--- config.mk ---
export PLATFORM = sky130hd
export DESIGN_NAME = muldiv_sequencer
export DESIGN_NICKNAME = d
export VERILOG_FILES = /design/src/rtl/muldiv_pkg.sv /design/src/rtl/muldiv_step.sv /design/src/rtl/muldiv_sequencer.sv
export SDC_FILE = /design/constraint.sdc
export NUM_CORES = 1
export LEC_CHECK = 0
export BUFFER_PORTS_ARGS = -buffer_cell sky130_fd_sc_hd__buf_2
export CORE_ASPECT_RATIO = 0.8
export CORE_MARGIN = 1
export CORE_UTILIZATION = 57
export DETAILED_ROUTE_END_ITERATION = 10
export GPL_TIMING_DRIVEN = 0
export PLACE_DENSITY_LB_ADDON = 0.25
export RECOVER_POWER = 100
export SETUP_SLACK_MARGIN = 0.3
export SKIP_LAST_GASP = 1
export SLEW_MARGIN = 30
export SYNTH_ARGS = -nofsm -noshare
export SYNTH_HDL_FRONTEND = slang
export SYNTH_HIERARCHICAL = 1
export SYNTH_SLANG_ARGS = --single-unit
--- constraint.sdc ---
create_clock -name clk -period 4.6 [get_ports clk]
set_input_delay 0.46 -clock clk [delete_from_list [all_inputs] [get_ports clk]]
set_output_delay 0.46 -clock clk [all_outputs]
set_load 0.005 [all_outputs]
--- src/rtl/muldiv_pkg.sv ---
// muldiv_pkg: shared types and helpers for the RV32M multiply/divide engine.
//   state_t      - controller states (IDLE, CALC, DONE)
//   F3_*         - RV32M funct3 encodings
//   is_signed_a  - rs1 is a signed operand for this funct3
//   is_signed_b  - rs2 is a signed operand for this funct3
package muldiv_pkg;

  typedef enum logic [1:0] {
    IDLE = 2'd0,
    CALC = 2'd1,
    DONE = 2'd2
  } state_t;

  localparam logic [2:0] F3_MUL    = 3'b000;
  localparam logic [2:0] F3_MULH   = 3'b001;
  localparam logic [2:0] F3_MULHSU = 3'b010;
  localparam logic [2:0] F3_MULHU  = 3'b011;
  localparam logic [2:0] F3_DIV    = 3'b100;
  localparam logic [2:0] F3_DIVU   = 3'b101;
  localparam logic [2:0] F3_REM    = 3'b110;
  localparam logic [2:0] F3_REMU   = 3'b111;

  // MUL only returns the low word, which is the same for signed and
  // unsigned operands, so it is handled as unsigned.
  function automatic logic is_signed_a(input logic [2:0] f3);
    logic res;
    case (f3)
      F3_MULH, F3_MULHSU, F3_DIV, F3_REM: res = 1'b1;
      default:                            res = 1'b0;
    endcase
    return res;
  endfunction

  function automatic logic is_signed_b(input logic [2:0] f3);
    logic res;
    case (f3)
      F3_MULH, F3_DIV, F3_REM: res = 1'b1;
      default:                 res = 1'b0;
    endcase
    return res;
  endfunction

endpackage

--- src/rtl/muldiv_step.sv ---
// muldiv_step: one combinational radix-2 iteration on unsigned magnitudes.
//   is_div   - 1: restoring shift-subtract step, 0: shift-add step
//   hi       - multiply: accumulator high word / divide: partial remainder
//   lo       - multiply: multiplier (shifted out LSB first) / divide:
//              dividend shifting out MSB first, quotient shifting in
//   operand  - multiplicand or divisor magnitude
//   hi_next, lo_next - register values after this iteration
// After XLEN iterations {hi,lo} is the product, or hi = remainder and
// lo = quotient.
module muldiv_step
  import muldiv_pkg::*;
#(
  parameter int XLEN = 32
) (
  input  logic            is_div,
  input  logic [XLEN-1:0] hi,
  input  logic [XLEN-1:0] lo,
  input  logic [XLEN-1:0] operand,
  output logic [XLEN-1:0] hi_next,
  output logic [XLEN-1:0] lo_next
);

  logic [XLEN:0] sum_s;
  logic [XLEN:0] trial_s;

  // Single multiply or divide iteration selected by is_div.
  always_comb begin
    sum_s   = {1'b0, hi} + (lo[0] ? {1'b0, operand} : {(XLEN+1){1'b0}});
    // Bit XLEN of the trial difference is the borrow: set means the
    // shifted remainder is smaller than the divisor and is restored.
    trial_s = {hi, lo[XLEN-1]} - {1'b0, operand};
    hi_next = hi;
    lo_next = lo;
    if (is_div) begin
      if (!trial_s[XLEN]) begin
        hi_next = trial_s[XLEN-1:0];
        lo_next = {lo[XLEN-2:0], 1'b1};
      end else begin
        hi_next = {hi[XLEN-2:0], lo[XLEN-1]};
        lo_next = {lo[XLEN-2:0], 1'b0};
      end
    end else begin
      // The carry out of the add becomes the accumulator MSB after the shift.
      hi_next = sum_s[XLEN:1];
      lo_next = {sum_s[0], lo[XLEN-1:1]};
    end
  end

endmodule

--- src/rtl/muldiv_sequencer.sv ---
// muldiv_sequencer: iterative RV32M multiply/divide engine for EX.
//   clk, rst_n      - pipeline clock, asynchronous active-low reset
//   start           - EX holds a valid M-extension instruction
//   funct3          - RV32M operation select
//   op_a, op_b      - forwarded rs1 / rs2 values
//   flush           - abort the in-flight op (pipeline redirect)
//   stall_pipeline  - freeze PC, IF/ID and ID/EX while the op runs
//   busy            - controller not in IDLE
//   result_valid    - result is valid this cycle (one cycle per op)
//   result          - product word, quotient or remainder; holds until the
//                     next completed op
// Operands are converted to magnitudes on acceptance, iterated for XLEN
// cycles, and the sign is restored while the result is registered on the
// way into DONE. Divide-by-zero and signed overflow skip the iteration.
module muldiv_sequencer
  import muldiv_pkg::*;
#(
  parameter int XLEN  = 32,
  parameter int CNT_W = 6
) (
  input  logic            clk,
  input  logic            rst_n,
  input  logic            start,
  input  logic [2:0]      funct3,
  input  logic [XLEN-1:0] op_a,
  input  logic [XLEN-1:0] op_b,
  input  logic            flush,
  output logic            stall_pipeline,
  output logic            busy,
  output logic            result_valid,
  output logic [XLEN-1:0] result
);

  localparam logic [XLEN-1:0]   ZERO_W    = {XLEN{1'b0}};
  localparam logic [XLEN-1:0]   ONES_W    = {XLEN{1'b1}};
  localparam logic [XLEN-1:0]   ONE_W     = {{(XLEN-1){1'b0}}, 1'b1};
  localparam logic [XLEN-1:0]   MIN_W     = {1'b1, {(XLEN-1){1'b0}}};
  localparam logic [2*XLEN-1:0] ONE_D     = {{(2*XLEN-1){1'b0}}, 1'b1};
  localparam logic [CNT_W-1:0]  ZERO_CNT  = {CNT_W{1'b0}};
  localparam logic [CNT_W-1:0]  ONE_CNT   = {{(CNT_W-1){1'b0}}, 1'b1};
  localparam logic [CNT_W-1:0]  LAST_CNT  = CNT_W'(XLEN - 1);

  function automatic logic [XLEN-1:0] neg_w(input logic [XLEN-1:0] v);
    return ~v + ONE_W;
  endfunction

  function automatic logic [2*XLEN-1:0] neg_d(input logic [2*XLEN-1:0] v);
    return ~v + ONE_D;
  endfunction

  state_t            state_r;
  state_t            state_n_s;
  logic [CNT_W-1:0]  cnt_r;
  logic [2:0]        f3_r;
  logic              neg_a_r;
  logic              neg_b_r;
  logic [XLEN-1:0]   hi_r;
  logic [XLEN-1:0]   lo_r;
  logic [XLEN-1:0]   opb_r;
  logic [XLEN-1:0]   result_r;
  logic              result_valid_r;

  logic              accept_s;
  logic              last_s;
  logic              neg_a_s;
  logic              neg_b_s;
  logic [XLEN-1:0]   mag_a_s;
  logic [XLEN-1:0]   mag_b_s;
  logic              div_zero_s;
  logic              div_ovf_s;
  logic              special_s;
  logic [XLEN-1:0]   special_res_s;
  logic [XLEN-1:0]   hi_step_s;
  logic [XLEN-1:0]   lo_step_s;
  logic [2*XLEN-1:0] prod_s;
  logic [XLEN-1:0]   quo_s;
  logic [XLEN-1:0]   rem_s;
  logic [XLEN-1:0]   final_s;

  assign accept_s = (state_r == IDLE) && start && !flush;
  assign last_s   = (cnt_r == LAST_CNT);

  // Operand magnitudes, signs and the divide special cases seen in IDLE.
  always_comb begin
    neg_a_s    = is_signed_a(funct3) & op_a[XLEN-1];
    neg_b_s    = is_signed_b(funct3) & op_b[XLEN-1];
    mag_a_s    = neg_a_s ? neg_w(op_a) : op_a;
    mag_b_s    = neg_b_s ? neg_w(op_b) : op_b;
    div_zero_s = funct3[2] && (op_b == ZERO_W);
    // Only DIV and REM are both divides and signed on rs1.
    div_ovf_s  = funct3[2] && is_signed_a(funct3) &&
                 (op_a == MIN_W) && (op_b == ONES_W);
    special_s  = div_zero_s || div_ovf_s;
    // funct3[1] separates REM/REMU from DIV/DIVU.
    if (div_zero_s) begin
      special_res_s = funct3[1] ? op_a : ONES_W;
    end else if (div_ovf_s) begin
      special_res_s = funct3[1] ? ZERO_W : MIN_W;
    end else begin
      special_res_s = ZERO_W;
    end
  end

  muldiv_step #(
    .XLEN (XLEN)
  ) u_step (
    .is_div  (f3_r[2]),
    .hi      (hi_r),
    .lo      (lo_r),
    .operand (opb_r),
    .hi_next (hi_step_s),
    .lo_next (lo_step_s)
  );

  // Sign fix-up and word selection on the final iteration's output.
  always_comb begin
    prod_s = {hi_step_s, lo_step_s};
    if (neg_a_r ^ neg_b_r) begin
      prod_s = neg_d({hi_step_s, lo_step_s});
      quo_s  = neg_w(lo_step_s);
    end else begin
      quo_s  = lo_step_s;
    end
    // The remainder follows the dividend's sign.
    if (neg_a_r) begin
      rem_s = neg_w(hi_step_s);
    end else begin
      rem_s = hi_step_s;
    end
    case (f3_r)
      F3_MUL:                        final_s = prod_s[XLEN-1:0];
      F3_MULH, F3_MULHSU, F3_MULHU:  final_s = prod_s[2*XLEN-1:XLEN];
      F3_DIV, F3_DIVU:               final_s = quo_s;
      F3_REM, F3_REMU:               final_s = rem_s;
      default:                       final_s = ZERO_W;
    endcase
  end

  // Next-state logic; flush returns to IDLE from any state.
  always_comb begin
    state_n_s = state_r;
    case (state_r)
      IDLE: begin
        if (flush) begin
          state_n_s = IDLE;
        end else if (start) begin
          state_n_s = special_s ? DONE : CALC;
        end else begin
          state_n_s = IDLE;
        end
      end
      CALC: begin
        if (flush) begin
          state_n_s = IDLE;
        end else if (last_s) begin
          state_n_s = DONE;
        end else begin
          state_n_s = CALC;
        end
      end
      DONE:    state_n_s = IDLE;
      default: state_n_s = IDLE;
    endcase
  end

  // State, iteration datapath and registered result.
  always_ff @(posedge clk or negedge rst_n) begin
    if (!rst_n) begin
      state_r        <= IDLE;
      cnt_r          <= ZERO_CNT;
      f3_r           <= 3'b000;
      neg_a_r        <= 1'b0;
      neg_b_r        <= 1'b0;
      hi_r           <= ZERO_W;
      lo_r           <= ZERO_W;
      opb_r          <= ZERO_W;
      result_r       <= ZERO_W;
      result_valid_r <= 1'b0;
    end else begin
      state_r        <= state_n_s;
      result_valid_r <= 1'b0;
      case (state_r)
        IDLE: begin
          if (accept_s) begin
            f3_r    <= funct3;
            neg_a_r <= neg_a_s;
            neg_b_r <= neg_b_s;
            hi_r    <= ZERO_W;
            lo_r    <= mag_a_s;
            opb_r   <= mag_b_s;
            cnt_r   <= ZERO_CNT;
            if (special_s) begin
              result_r       <= special_res_s;
              result_valid_r <= 1'b1;
            end
          end
        end
        CALC: begin
          hi_r  <= hi_step_s;
          lo_r  <= lo_step_s;
          cnt_r <= cnt_r + ONE_CNT;
          // The result is fixed up and registered as DONE is entered so
          // that it is presented from a flop during the DONE cycle.
          if (last_s && !flush) begin
            result_r       <= final_s;
            result_valid_r <= 1'b1;
          end
        end
        DONE: begin
          cnt_r <= ZERO_CNT;
        end
        default: begin
          cnt_r <= ZERO_CNT;
        end
      endcase
    end
  end

  // A flush in DONE still suppresses the result to the pipeline.
  assign result_valid   = result_valid_r && !flush;
  assign result         = result_r;
  assign busy           = (state_r != IDLE);
  assign stall_pipeline = rst_n && !flush &&
                          (((state_r == IDLE) && start) || (state_r == CALC));

endmodule
# After elaboration in Yosys (flattened, before gate mapping)
# Cells that the tools add are included.
# op_classes
n_addsub,8
n_eq_ne,18
n_mux,37
bitwise,8
reduce_logical,26
# ops
op,count
$mux 32,17
$pmux 32 s2,3
$add 32x1->32 const B,4
$not 32->32,4
$pmux 32 s4,1
$add 64x1->64 const B,1
$eq 32x32->1 const B,2
$mux 64,1
$not 64->64,1
$add 32x33->33,1
$sub 33x32->33,1
$logic_not 32->1,1
$eq 3x3->1 const B,6
$pmux 6 s2,1
$logic_and 1x1->1,10
$mux 2,5
$eq 3x2->1 const B,3
$add 6x1->6 const B,1
$eq 3x1->1 const B,2
$eq 6x5->1 const B,1
$mux 1,6
$mux 6,1
$ne 2x2->1 const B,3
$reduce_or 3->1,2
other kinds (14),19
# word_totals
ff_bits,142
wordCells,107

# Logic depth before layout (Yosys ltp)
# logic_depth
word_depth,11
mapped_depth,23

# Modules after synthesis
# Netlist, hierarchy kept.
# modules_own_cells
module,n_inst,cells_per_inst,area_per_inst_um2
muldiv_sequencer,1,1283,10281.1
muldiv_step,1,667,4770.8

# Worst setup path before layout
# OpenSTA, ideal clock, no wires.
# synth_path
path_type,register to register
start,register lo_r[31]
end,register result_r[18] (netlist: result[18])
setup_ps,123
arrival_time_ps,4865
required_time_ps,4477
path_slack_ps,-387
path_stages_with_launch,24
n_path_buf,2
path_cell_list,dfrtp_1 inv_1 ha_1 fa_1 nand2b_1 a211oi_2 o211ai_2 a211o_1 a21oi_2 a41o_2 or2_1 buf_6 o21ai_0 mux2_2 inv_1 ha_1 nor3b_1 nand3_1 buf_2 nor3_1 a21oi_1 or3_1 a31oi_1 a21oi_2
# synth_via
elab_chain_len,9
elab_cells_between_ends,17
# synth_rtl
item,line,rtl
"start, declared",muldiv_sequencer.sv:58,logic [XLEN-1:0] lo_r;
"start signal, assigned",muldiv_sequencer.sv:189,lo_r <= mag_a_s;
"start signal, assigned",muldiv_sequencer.sv:200,lo_r <= lo_step_s;
$sub 33x32->33 (*),muldiv_step.sv:31,"trial_s = {hi, lo[XLEN-1]} - {1'b0, operand};"
$mux 32 (*),muldiv_step.sv:35,if (!trial_s[XLEN]) begin
$mux 32 (*),muldiv_step.sv:34,if (is_div) begin
net hi_step_s[1],muldiv_sequencer.sv:73,logic [XLEN-1:0] hi_step_s;
$not 64->64 or $not 32->32 (tied branches),"muldiv_sequencer.sv:48, muldiv_sequencer.sv:44",
$add 64x1->64 or $add 32x1->32 (tied branches),"muldiv_sequencer.sv:48, muldiv_sequencer.sv:44",
$mux 64 or $mux 32 (tied branches),"muldiv_sequencer.sv:118, muldiv_sequencer.sv:125",
$pmux 32 s4 (*),muldiv_sequencer.sv:130,case (f3_r)
$mux 32 (*),muldiv_sequencer.sv:204,if (last_s && !flush) begin
$pmux 32 s2 (*),muldiv_sequencer.sv:182,case (state_r)
"end signal, assigned",muldiv_sequencer.sv:193,result_r <= special_res_s;
"end signal, assigned",muldiv_sequencer.sv:205,result_r <= final_s;
"end, declared",muldiv_sequencer.sv:60,logic [XLEN-1:0] result_r;
# Mark *: on every way through the listed nets, which the timed path passes. The rest lies on a longest branch. The select of a mux whose other input is x is not followed.
# A chain may end at the register's enable or synchronous reset.

# Worst setup path after layout
# layout_path
start,register opb_r[0]
end,register result_r[28] (netlist: result[28])
# layout_via
elab_chain_len,9
elab_cells_between_ends,19
# layout_rtl
item,line,rtl
"start, declared",muldiv_sequencer.sv:59,logic [XLEN-1:0] opb_r;
"start signal, assigned",muldiv_sequencer.sv:190,opb_r <= mag_b_s;
$mux 32 or $sub 33x32->33 (tied branches),"muldiv_step.sv:28, muldiv_step.sv:31",
$add 32x33->33 or $mux 32 (tied branches),"muldiv_step.sv:28, muldiv_step.sv:35",
$mux 32 (*),muldiv_step.sv:34,
net hi_step_s[5],muldiv_sequencer.sv:73,
$not 64->64 or $not 32->32 (tied branches),"muldiv_sequencer.sv:48, muldiv_sequencer.sv:44",
$add 64x1->64 or $add 32x1->32 (tied branches),"muldiv_sequencer.sv:48, muldiv_sequencer.sv:44",
$mux 64 or $mux 32 (tied branches),"muldiv_sequencer.sv:118, muldiv_sequencer.sv:125",
$pmux 32 s4 (*),muldiv_sequencer.sv:130,
$mux 32 (*),muldiv_sequencer.sv:204,
$pmux 32 s2 (*),muldiv_sequencer.sv:182,
# Marked as above.

==> Flow_metrics.wiki <==
{| class="wikitable"
! Metric !! Value
|-
| Status || complete, but fails checks
|-
| Violations in the final reports || capacitance limit, slew limit, setup timing
|-
| Yosys warning count || 6
|-
| Instance count along the most critical hold path || 3
|-
| Sequential cell area || 3560 um^2
|-
| Worst Hold Class || in2reg
|-
| Layout cell share with drive strength beyond 1 || 22.7%
|-
| Required time of the critical path || 4.90 ns
|-
| Final setup vio count || 33
|-
| DR pass1 iterations || 8
|-
| Buffer and inverter count on the worst path || 2
|-
| HPWL after detailed placement || 49.2 mm
|-
| Largest cells by area after synthesis || sky130_fd_sc_hd__dfrtp_1 24%, sky130_fd_sc_hd__o21ai_0 6.5%, sky130_fd_sc_hd__xnor2_1 6.1%
|-
| Number of nets in the final layout || 2311
|-
| Length in cells of the worst reg-to-reg path || 20
|-
| Highest Clock Rate || 178 MHz
|-
| Async SR Flop Fraction || 100%
|-
| Static Leakage || 7.85 nW
|-
| Total of buffers placed on input and output ports || 105
|-
| Cell family with the largest share of critical-path delay || compound AO/OA/AOI/OAI gates
|-
| Relative slew slack || -115%
|-
| Number of failing hold endpoints at the final stage || 0
|-
| Final Hold Slack || 0.298 ns
|-
| Total clock buffers created by CTS || 17
|-
| Count of max-cap constraint violations || 1
|-
| Footprint of the multi-input gates || 11800 um^2
|-
| Final Worst Setup Slack || -1.02 ns
|-
| Overflow left after global routing || 0
|-
| Initial core utilization || 58.7%
|-
| Critical path start-end classification || reg2reg
|-
| Drt initial violations || 2295
|-
| Critical path, cell by cell || ha_4 > fa_2 > nand2b_4 > a211oi_4 > o211ai_2 > a211o_4 > a21oi_4 > o41ai_4 > nor2_4 > buf_12 > mux2i_1 > a21oi_1 > clkbuf_2 > nor3_4 > nand3_2 > or4_4 > nand2_2 > xnor2_1 > a222oi_1 > o21ai_1
|-
| Maximum clock path buffer count || 2
|-
| Final clock skew || 0.0157 ns
|-
| Logic depth of the worst path, buffers included || 20
|-
| Routed Wire Length || 65.6 mm
|-
| Top fanout value on the critical path || 10
|-
| CTS Sinks || 142
|-
| Fillers || 2031
|-
| IR drop worst, VDD || 0.407 mV
|-
| Pwr dens || 745 nW/um^2
|-
| Clock network latency to the later pin of the worst-skew pair || 0.45 ns
|-
| Die span in x || 184 um
|-
| Antenna viol nets, final || 0
|-
| Mapped Cells || 1950
|-
| Ys flop type || sky130_fd_sc_hd__dfrtp_1
|-
| Number of flops mapped to enable cells by yosys || 0
|-
| Arrival time of data at the critical path endpoint || 5.92 ns
|-
| Syn nets || 2093
|-
| Sequential share of the synthesized area || 23.6%
|-
| Number of vias in the routed layout || 17400
|-
| Pin count of the biggest net entering global routing || 94
|-
| Average routed wire per standard cell || 25.9 um
|-
| Commonest non-fill, non-tap cells in the layout || 194 x sky130_fd_sc_hd__nand2_1, 164 x sky130_fd_sc_hd__o21ai_0, 141 x sky130_fd_sc_hd__nor2_1
|-
| Setup slack at placement || -1.42 ns
|-
| Row Count || 52
|-
| Final min period || 5.62 ns
|-
| Setup TNS Final || -19.10 ns
|-
| Global-route wire length before repair || 96.9 mm
|-
| Number of antenna violations at the first check in global routing || 0
|-
| Critical path startpoint category || flop
|-
| Max-slew violations || 51
|-
| H-tree lvl count || 4
|-
| Count of cell types in the netlist || 106
|-
| Post-CTS clock slew at the launch and capture registers of the worst setup and hold paths || 0.07 ns
|-
| Cell type with the largest total area after synthesis || sky130_fd_sc_hd__dfrtp_1
|-
| Setup repair after global routing missed its margin || yes
|-
| Post-route fraction of the period consumed by the critical path || 122%
|-
| Placer's final routability congestion estimate || 1.03
|-
| Mean instance size in the synthesized netlist || 7.72 um^2
|-
| Area share of the leading cell type in the synthesized netlist || 23.6%
|-
| Endpoint kind of the worst setup timing path || flop
|-
| Area of the die || 27100 um^2
|-
| Clock tree from TritonCTS || yes
|-
| Most common cell after layout, fill and taps aside || sky130_fd_sc_hd__nand2_1
|-
| Root Driver || sky130_fd_sc_hd__clkbuf_16
|-
| Flip-flop and latch count after synthesis || 142
|-
| Antenna diode instance count || 0
|-
| Slew at the pin closest to its max-slew limit || 3.22 ns
|-
| Reg-to-reg slack, setup || -1.02 ns
|-
| Cell area after synthesis || 15100 um^2
|-
| Vias in the first global route || 16100
|-
| Crit-path max cell delay || 0.68 ns
|-
| Core outline area || 25600 um^2
|-
| IO Count || 106
|-
| Tot GR Track Use || 48.0%
|-
| Routed via count divided by cell count || 6.88
|-
| Die Y-Extent || 147 um
|-
| Area Overhead vs Synth || 24.6%
|-
| Post-route DRC violation count || 0
|-
| Slowest cell on the critical path || sky130_fd_sc_hd__a222oi_1
|}
[logic make-up (layout without fill, tap and decap cells)]
| kind of cell | count (synthesis) | count (layout) | synth area share [%] |
|---|---|---|---|
| fa+ha+maj | 72 | 72 | 6.08 |
| buf+inv | 197 | 428 | 5.78 |
| compound gates | 642 | 642 | 27.3 |
| xor+xnor | 179 | 179 | 10.4 |
| mux | 75 | 75 | 5.29 |
| simple gates | 643 | 643 | 21.5 |
| flops | 142 | 142 | 23.6 |
[registers in the layout, summed over array words and instances (netlist names)]
signal / count
opb_r: 32
state_r: 2
result_valid_r: 1
cnt_r: 6
neg_b_r: 1
f3_r: 3
hi_r: 32
result: 32
lo_r: 32
neg_a_r: 1
[report_power, final]
group | total, mW | switching, mW | internal (mW)
clock | 1.38 | 0.668 | 0.709
combinational | 10.6 | 6.32 | 4.25
sequential | 2.03 | 0.465 | 1.56
[metal layers]
| metal | up-vias | part of all wire (%) | GRT usage, % |
|---|---|---|---|
| li1 | 7558 | - | - |
| met1 | 8340 | 40 | 66.2 |
| met2 | 1350 | 40 | 66.4 |
| met3 | 174 | 17 | 22.1 |
| met4 | 2 | 2.9 | 13.7 |
| met5 | - | 0.17 | 0 |
[final cells by class]
| cell class | instances | area share [%] |
|---|---|---|
| Multi-Input combinational cell | 1611 | 62.7 |
| Sequential cell | 142 | 19.0 |
| Timing Repair Buffer | 199 | 7.29 |
| Buffer | 117 | 4.08 |
| Tap cell | 351 | 2.34 |
| Clock buffer | 18 | 2.29 |
| Inverter | 80 | 1.66 |
| Clock inverter | 14 | 0.681 |
[worst register-to-register path: stages, from the launching register on]
cell	delay [ns]
sky130_fd_sc_hd__dfrtp_2	0.45
sky130_fd_sc_hd__ha_4	0.20
sky130_fd_sc_hd__fa_2	0.37
sky130_fd_sc_hd__nand2b_4	0.18
sky130_fd_sc_hd__a211oi_4	0.27
sky130_fd_sc_hd__o211ai_2	0.16
sky130_fd_sc_hd__a211o_4	0.41
sky130_fd_sc_hd__a21oi_4	0.23
sky130_fd_sc_hd__o41ai_4	0.14
sky130_fd_sc_hd__nor2_4	0.21
sky130_fd_sc_hd__buf_12	0.17
sky130_fd_sc_hd__mux2i_1	0.19
sky130_fd_sc_hd__a21oi_1	0.11
sky130_fd_sc_hd__clkbuf_2	0.30
sky130_fd_sc_hd__nor3_4	0.27
sky130_fd_sc_hd__nand3_2	0.20
sky130_fd_sc_hd__or4_4	0.60
sky130_fd_sc_hd__nand2_2	0.09
sky130_fd_sc_hd__xnor2_1	0.08
sky130_fd_sc_hd__a222oi_1	0.68
sky130_fd_sc_hd__o21ai_1	0.17
[cell usage after synthesis (all sizes together) (6+ instances only)]
library cell / number
nand2b: 16
buf: 26
nor2b: 11
nor3: 54
a211o: 6
o211ai: 14
o31ai: 16
a22oi: 35
dfrtp: 142
o41ai: 13
and4: 8
nor2: 155
xor2: 75
nor4: 25
inv: 79
a31oi: 50
and2: 39
a21oi: 154
or2: 9
a222oi: 6
o21ai: 205
a21o: 35
clkbuf: 91
mux2: 33
nand3: 29
ha: 70
nand4: 28
and3: 12
o22ai: 14
a41oi: 8
or3: 12
a211oi: 13
xnor2: 104
mux2i: 42
nand2: 205
or4: 17
o21a: 20
[path summary, 6_finish.rpt]
check                          start         end
setup / recovery            opb_r[0]  result[28]
hold / removal             funct3[0]     f3_r[0]
setup reg to reg            opb_r[0]  result[28]
hold reg to reg            result[6]   result[6]
max in group asynchronous      rst_n     hi_r[0]
min in group asynchronous      rst_n    hi_r[10]
[timing repair]
action,4_1_cts,5_1_grt
resized for setup,185,64
setup buffers,67,22
setup endpoints to repair,33,32
endpoints found under the hold margin,50,0
cloned,2,0
pin swaps,89,75
hold buffers,1,0
[per-stage QoR]
step	cell area, um^2	power [mW]	utilization (%)	std cells
floorplan	15400	7.56	-	1950
global placement	16400	9.72	63.8	2406
detailed placement	16400	9.84	64.0	2408
CTS	18300	12.9	71.6	2510
global route	18700	14.4	73.1	2532
finish	18700	14.0	73.1	2532
(Power assumes the default switching activity.)
